--- src/rtl/key_press_conditioner_if.sv ---
`default_nettype none
// ============================================================================
// Module      : key_press_conditioner_if
// Description : Bundle of the four raw direction button pins and the four
//               conditioned press pulses exchanged with the conditioner.
//               master : drives the raw pins, receives the press pulses
//               slave  : receives the raw pins, drives the press pulses
//               Signals
//                 left, right, up, down       raw pins, async, active-high
//                 left_key_press ...          one-cycle press pulses
// Revision    : 1.0  initial release
// ============================================================================
interface key_press_conditioner_if;
   logic left;
   logic right;
   logic up;
   logic down;
   logic left_key_press;
   logic right_key_press;
   logic up_key_press;
   logic down_key_press;

   modport master (
      output left, right, up, down,
      input  left_key_press, right_key_press, up_key_press, down_key_press
   );

   modport slave (
      input  left, right, up, down,
      output left_key_press, right_key_press, up_key_press, down_key_press
   );
endinterface
`default_nettype wire

--- src/rtl/key_press_conditioner.sv ---
`default_nettype none
// ============================================================================
// Module      : key_press_conditioner
// Description : Synchronises and debounces the four raw direction buttons and
//               converts each debounced press into a single-cycle pulse. An
//               arbiter serialises simultaneous presses so at most one press
//               output is high per cycle (priority left > right > up > down).
//               Ports
//                 clk   system clock
//                 rst   synchronous active-high reset
//                 keys  slave modport: raw pins in, press pulses out
//               Parameters
//                 DEBOUNCE_CYCLES  debounce interval in clk cycles (>= 2)
//                 CNT_W            debounce counter width
// Revision    : 1.0  initial release
// ============================================================================
module key_press_conditioner #(
   parameter int DEBOUNCE_CYCLES = 1000000,
   parameter int CNT_W           = $clog2(DEBOUNCE_CYCLES)
) (
   input  wire                    clk,
   input  wire                    rst,
   key_press_conditioner_if.slave keys
);

   localparam int C_NUM_KEYS = 4;

   // The cycle in which sync2 takes a new value already counts as the first
   // cycle of disagreement, so the counter only has to run up to D-2 before
   // the flip. With that, stable/pending update DEBOUNCE_CYCLES edges after
   // the first edge that sampled the pin, and the press pulse follows one
   // edge later.
   localparam logic [CNT_W-1:0] C_FLIP_AT = CNT_W'(DEBOUNCE_CYCLES - 2);

   // Index order: 0 = left, 1 = right, 2 = up, 3 = down
   logic [C_NUM_KEYS-1:0] pin_raw;
   logic [C_NUM_KEYS-1:0] sync1_q;
   logic [C_NUM_KEYS-1:0] sync2_q;
   logic [C_NUM_KEYS-1:0] stable_q;
   logic [C_NUM_KEYS-1:0] stable_d;
   logic [CNT_W-1:0]      cnt_q [C_NUM_KEYS];
   logic [CNT_W-1:0]      cnt_d [C_NUM_KEYS];
   logic [C_NUM_KEYS-1:0] rise;
   logic [C_NUM_KEYS-1:0] pending_q;
   logic [C_NUM_KEYS-1:0] pending_d;
   logic [C_NUM_KEYS-1:0] grant;
   logic [C_NUM_KEYS-1:0] press_q;

   assign pin_raw = {keys.down, keys.up, keys.right, keys.left};

   // -------------------------------------------------------------------------
   // Two-flop synchroniser
   // -------------------------------------------------------------------------
   always_ff @(posedge clk) begin
      if (rst) begin
         sync1_q <= '0;
         sync2_q <= '0;
      end else begin
         sync1_q <= pin_raw;
         sync2_q <= sync1_q;
      end
   end

   // -------------------------------------------------------------------------
   // Debounce: counter restarts whenever sync2 agrees with the stable state.
   // A 0->1 flip is a press (rise); a 1->0 flip is silent.
   // -------------------------------------------------------------------------
   always_comb begin
      stable_d = stable_q;
      rise     = '0;
      for (int k = 0; k < C_NUM_KEYS; k++) begin
         cnt_d[k] = cnt_q[k];
         if (sync2_q[k] == stable_q[k]) begin
            cnt_d[k] = '0;
         end else if (cnt_q[k] == C_FLIP_AT) begin
            stable_d[k] = sync2_q[k];
            cnt_d[k]    = '0;
            rise[k]     = sync2_q[k];
         end else begin
            cnt_d[k] = cnt_q[k] + CNT_W'(1);
         end
      end
   end

   always_ff @(posedge clk) begin
      if (rst) begin
         stable_q <= '0;
         for (int k = 0; k < C_NUM_KEYS; k++) begin
            cnt_q[k] <= '0;
         end
      end else begin
         stable_q <= stable_d;
         for (int k = 0; k < C_NUM_KEYS; k++) begin
            cnt_q[k] <= cnt_d[k];
         end
      end
   end

   // -------------------------------------------------------------------------
   // Arbiter: isolate the lowest set pending bit (x & -x). A rise landing on
   // the key being granted in the same cycle re-arms it, so that press is
   // served again later rather than being absorbed by the current grant.
   // -------------------------------------------------------------------------
   always_comb begin
      grant     = pending_q & (~pending_q + 4'd1);
      pending_d = (pending_q & ~grant) | rise;
   end

   always_ff @(posedge clk) begin
      if (rst) begin
         pending_q <= '0;
         press_q   <= '0;
      end else begin
         pending_q <= pending_d;
         press_q   <= grant;
      end
   end

   assign keys.left_key_press  = press_q[0];
   assign keys.right_key_press = press_q[1];
   assign keys.up_key_press    = press_q[2];
   assign keys.down_key_press  = press_q[3];

endmodule
`default_nettype wire

--- src/flat_wrapper.sv ---
// flat-port wrapper written by rule: the top's interface ports become plain ports
module key_press_conditioner_flat 
#(
   parameter int DEBOUNCE_CYCLES = 1000000,
   parameter int CNT_W           = $clog2(DEBOUNCE_CYCLES)
)
  (clk, rst, keys_left, keys_right, keys_up, keys_down, keys_left_key_press, keys_right_key_press, keys_up_key_press, keys_down_key_press);
  key_press_conditioner_if keys_i ();
  input  wire clk;
  input  wire rst;
  input wire logic [$bits(keys_i.left)-1:0] keys_left;
  input wire logic [$bits(keys_i.right)-1:0] keys_right;
  input wire logic [$bits(keys_i.up)-1:0] keys_up;
  input wire logic [$bits(keys_i.down)-1:0] keys_down;
  output wire logic [$bits(keys_i.left_key_press)-1:0] keys_left_key_press;
  output wire logic [$bits(keys_i.right_key_press)-1:0] keys_right_key_press;
  output wire logic [$bits(keys_i.up_key_press)-1:0] keys_up_key_press;
  output wire logic [$bits(keys_i.down_key_press)-1:0] keys_down_key_press;
  assign keys_i.left = keys_left;
  assign keys_i.right = keys_right;
  assign keys_i.up = keys_up;
  assign keys_i.down = keys_down;
  assign keys_left_key_press = keys_i.left_key_press;
  assign keys_right_key_press = keys_i.right_key_press;
  assign keys_up_key_press = keys_i.up_key_press;
  assign keys_down_key_press = keys_i.down_key_press;
  key_press_conditioner #(.DEBOUNCE_CYCLES(DEBOUNCE_CYCLES), .CNT_W(CNT_W)) u_core (.clk(clk), .rst(rst), .keys(keys_i));
endmodule
--- config.mk ---
export PLATFORM = sky130hd
export DESIGN_NAME = key_press_conditioner_flat
export DESIGN_NICKNAME = d
export VERILOG_FILES = /design/src/rtl/key_press_conditioner_if.sv /design/src/rtl/key_press_conditioner.sv /design/src/flat_wrapper.sv
export SDC_FILE = /design/constraint.sdc
export NUM_CORES = 1
export LEC_CHECK = 0
export CELL_PAD_IN_SITES_DETAIL_PLACEMENT = 0
export CELL_PAD_IN_SITES_GLOBAL_PLACEMENT = 1
export CORE_MARGIN = 2
export CORE_UTILIZATION = 40
export DETAILED_ROUTE_END_ITERATION = 10
export PLACE_DENSITY_LB_ADDON = 0.1
export SLEW_MARGIN = 20
export SYNTH_ARGS = -nofsm -noshare
export SYNTH_HDL_FRONTEND = slang
export SYNTH_SLANG_ARGS = --single-unit
--- constraint.sdc ---
create_clock -name clk -period 1.9 [get_ports clk]
set_input_delay 0.38 -clock clk [delete_from_list [all_inputs] [get_ports clk]]
set_output_delay 0.38 -clock clk [all_outputs]
set_load 0.03 [all_outputs]
======== Word level (Yosys, flattened, before mapping) ========
Memories as Yosys holds them, arrays and structs flattened.
Index checks and enable logic that the tools add are counted.
word-level totals
  flip-flop bits (word level) ............. 20
  latch bits .............................. 0
  bits in writable memories ............... 80
  ROM bits ................................ 0
  bits of input ports ..................... 6
  logic and storage cells ................. 62
  memories ................................ 1
memory list
  memory        words  bits a word  rd ports  clocked after memory_dff  wr ports  line                         RTL
  u_core.cnt_q  4      20           4         0                         4         key_press_conditioner.sv:41  logic [CNT_W-1:0] cnt_q [C_NUM_KEYS];
operators by class
  add/sub/neg operators ................... 5
  multipliers ............................. 0
  divide/modulo/power cells ............... 0
  $lt $le $gt $ge ......................... 0
  equal/unequal tests ..................... 8
  shift-type cells ........................ 0
  multiplexer cells ....................... 23
  bitwise logic cells ..................... 13
  reductions and logical operators ........ 4
operators by type and width
  operator               number
  $mux 20                12
  $add 20x1->20 const B  4
  $eq 20x20->1 const B   4
  $mux 1                 11
  $and 4x4->4            2
  $not 4->4              2
  $reduce_and 2->1       4
  $add 4x1->4 const B    1
  $eq 1x1->1             4
  $not 1->1              4
  $or 1x1->1             4
  $or 4x4->4             1

======== Longest topological paths before layout ========
  depth in word-level cells ............... 6
  gate-level depth with buffers ........... 7
  mapped depth without buffers ............ 6

======== Worst setup path after synthesis ========
Ideal clock, no wire load.
  path kind ............................... reg-to-reg
  start point ............................. memory u_core.cnt_q[2][0] (netlist name)
  end point ............................... memory u_core.cnt_q[2][18] (netlist name)
  library setup time ...................... 0.071 ns
  arrival ................................. 1.788 ns
  path slack .............................. 0.042 ns
  cell stages (with the launch flop) ...... 6
  period minus slack after synthesis ...... 1.858 ns
  path through ............................ dfxtp_1 -> ha_1 -> nand4_1 -> nor4b_1 -> or3b_2 -> a21oi_1
RTL lines
  element      line
  from (decl)  key_press_conditioner.sv:41

==> flow_summary.ini <==
[timing]
timing_worst_slew_pin_value_ps = 453
rsz0062_at_grt = true
finalSetupViolations = 20
finalHoldViolCount = 0
final.setup.worst_slack_ps = -28.2
max_freq_mhz = 519
fin_crit_sh = 1.01
max_slew_margin = 0.694
post_layout_minimum_cycle_time_ps = 1930
hold-worst-slack_ps = 446
finClkSkew_ps = 10.0
timing.final.max_slew_violations = 0

[route]
vias_per_cell = 5.15
detail_route.wl_per_cell_um = 12.6
routed-via-count = 3473
detail-route-antenna-nets = 0
dr.pass1.iters = 4
drt_wl_total_um = 8510
initialDrtViolationCount = 138
drc = 0

[finish]
post_route_cells_drive_above_1_share = 0.112
layoutNonFillerInstCount = 674
area_growth_pct = 14.6
insertedDiodeCount = 0
fin_nets = 544

[floorplan]
boundaryPins = 10
floorplan.initialDensity = 0.410
die-area_mm2 = 0.0120
core_region_area_mm2 = 0.0108
fp.dieH_um = 109
die_width_um = 109
placementRows = 38

[yosys]
synth-edff-count = 0
synthDominantCellAreaShare = 0.451
dominantRegCellSynth = dfxtp_1
seq_area_frac_synth = 0.451
post_synth_main_area_contributors = dfxtp_1 (45%), nor2_1 (5.6%), xor2_1 (5.3%)
synth_top_area_cell = dfxtp_1
syn_area_per_cell_um2 = 8.92
mappedNetlistArea_mm2 = 0.00444
mappedNetlistNets = 512
syn-instance-count = 498
async_flop_share = 0
synth-seq-cells = 100
ys.warnings.count = 0
synth.lib_cells_used.distinct = 44

[critical_path]
critical_path.startpoint_type = register
worst-path-max-fanout = 10
r2r_cells = 5
reg2reg_from = u_core.cnt_q[0][11]
crit_path_end_kind = register
worst_path_dominant_cell_family = simple AND/OR/NAND/NOR gates
worst-endpoint-required_ps = 2170
path_cells = or4b_1, or4_4, o21ai_4, buf_6, nor2_1
crit_path_category = reg2reg
critical_path.n_buffers_inverters = 1
ff2ff_setup_slack_ps = -30
timing.rr.end = u_core.cnt_q[0][10]
crit_path_max_incr_delay_ps = 590
crit_slowest_cell = or4_4
worst-endpoint-arrival_ps = 2190

[global_route]
antenna_found_initial = 0
global_route_met1_usage = 0.198
pin_count_of_the_biggest_net_entering_global_routing = 25
grt.overflow.total = 0
grtUsageMet3 = 0.0486
grt_util_all_layers = 0.157
grt_busiest_layer = met2
wire_length_of_the_first_global_routing_pass_um = 14800
vias_in_the_first_global_route = 3272
grt_util_met2 = 0.256

[place]
gp_congestion = 0.788
io_buffers = 9
dp_hpwl_um = 6060
dp.cells = 657

[clocking]
cts_tree = done
cts_made_buffers = 9
clock-root-buffer = clkbuf_8
worstSkewPairLatency_ps = 370
cts_hold_buf = 0
cts.sinks = 100
clock_path_buffers = 2
path_clk_slew_ps = 90
ctsHtreeMaxLevel = 3

[worst_hold_path]
hold_class = reg2reg
whs_endpoint = u_core.sync2_q[1]
holdCritStartpoint = u_core.sync1_q[1]
worstHoldPathCells = 1

[power]
vdd.ir_drop.worst_mv = 0.484
total_leakage_power_uw = 0.00160
pwr_density_cell_mw_per_mm2 = 741

[run_status]
run_status = finished with violations
violations = negative setup slack

[job]
drv.max_cap_violation_count = 0
## power breakdown
part           internal, µW  leakage [µW]  switching (µW)
clock                   899      0.000122             703
combinational          29.2      0.000671            30.0
sequential             2100      0.000808            6.18
## state kept, by name, indices dropped and copies added, names as in the netlist
| signal | flops |
|---|---|
| u_core.sync1_q | 4 |
| u_core.cnt_q | 80 |
| u_core.press_q | 4 |
| u_core.stable_q | 4 |
| u_core.sync2_q | 4 |
| u_core.pending_q | 4 |
## worst reg2reg max path, cell delays in order (launching register included)
cell,delay (ps)
dfxtp_2,330
or4b_1,520
or4_4,590
o21ai_4,170
buf_6,160
nor2_1,60
## cells in the final DEF (no fill, tap or decap), types with 2 or more instances in the layout
master,synthesis,layout
nor4bb_1,2,2
or3_1,11,11
nor4b_1,5,5
nand2_1,24,24
xor2_1,27,27
nor3b_1,2,2
nor2_1,66,66
dfxtp_1,100,98
o21ba_2,3,3
dfxtp_2,0,2
bufinv_16,0,3
nand4_1,24,24
ha_1,8,8
nor2b_1,10,10
clkbuf_8,0,10
clkdlybuf4s50_1,0,9
o31ai_1,11,11
xnor2_1,26,26
o21a_1,4,4
and4_1,9,9
and2_1,6,6
o21ai_0,15,12
clkinv_2,0,2
nand4b_1,2,2
nand3_1,29,29
nor3_1,11,11
nor4_1,9,9
or2b_2,2,2
inv_1,13,13
o21ai_1,0,3
buf_6,2,2
buf_4,0,28
or4_1,12,12
a21oi_1,26,26
and3_1,9,9
## how the worst max path moves through the flow
stage / startpoint / end / cells past startpoint / slack [ps]
4_1_cts: u_core.cnt_q[0][11] / u_core.cnt_q[0][17] / 5 / -20
5_1_grt: u_core.cnt_q[0][11] / u_core.cnt_q[0][6] / 5 / -90
2_1_floorplan: u_core.cnt_q[2][0] / u_core.cnt_q[2][18] / 5 / 40
3_5_place_dp: u_core.cnt_q[0][11] / u_core.cnt_q[0][10] / 5 / -10
3_3_place_gp: u_core.cnt_q[0][15] / u_core.cnt_q[0][10] / 5 / 4
6_report: u_core.cnt_q[0][11] / u_core.cnt_q[0][10] / 5 / -30
## through the flow
step / TNS [ps] / power (µW) / utilization / area [µm²] / setup WS [ps]
6_report: -398 / 3770 / 0.470 / 5090 / -28.2
5_1_grt: -1760 / 3930 / 0.470 / 5090 / -94.4
4_1_cts: -190 / 3840 / 0.468 / 5070 / -16.2
3_5_place_dp: -130 / 2220 / 0.445 / 4820 / -13.7
3_3_place_gp: 0 / 2220 / 0.445 / 4820 / 4.01
2_1_floorplan: 0 / 2190 / - / 4440 / 41.5
## cell type report
type / instances / area [µm²]
inverter: 13 / 48.8
timing repair buffer: 40 / 343
clock buffer: 10 / 138
sequential: 100 / 2000
tap: 140 / 175
clock inverter: 5 / 100
fill: 1038 / 5750
multi-input combinational: 366 / 2280
## cell usage after synthesis (3+ instances only)
cell,n
nand2_1,24
o21ai_0,15
and4_1,9
nand4_1,24
o21a_1,4
and3_1,9
nor2_1,66
clkbuf_1,14
or4_1,12
nor4b_1,5
xnor2_1,26
nor4_1,9
nor2b_1,10
nor3_1,11
and2_1,6
or3_1,11
o31ai_1,11
o21ba_2,3
a21oi_1,26
nand3_1,29
dfxtp_1,100
xor2_1,27
inv_1,13
ha_1,8
## logic make-up after synthesis
logic type / count (synthesis) / share of synthesized area
adder cells (fa/ha/maj): 8 / 0.0225
buffers and inverters: 32 / 0.0375
AND/OR/NAND/NOR: 243 / 0.300
XOR/XNOR: 53 / 0.104
flip-flops: 100 / 0.451
AO/OA/AOI/OAI: 62 / 0.0845
## metal layers
metal / wire length, µm / vias to the layer above
met4: 116 / 0
met1: 4310 / 1612
met5: 0 / -
met2: 3860 / 25
met3: 219 / 8
li1: - / 1828
## repair_timing
item,in CTS,in global routing
buffers inserted,0,2
pin swaps,0,3
gates resized for setup,3,2
setup endpoints to repair,20,22
No activity file was read; power rests on OpenSTA's default activity.
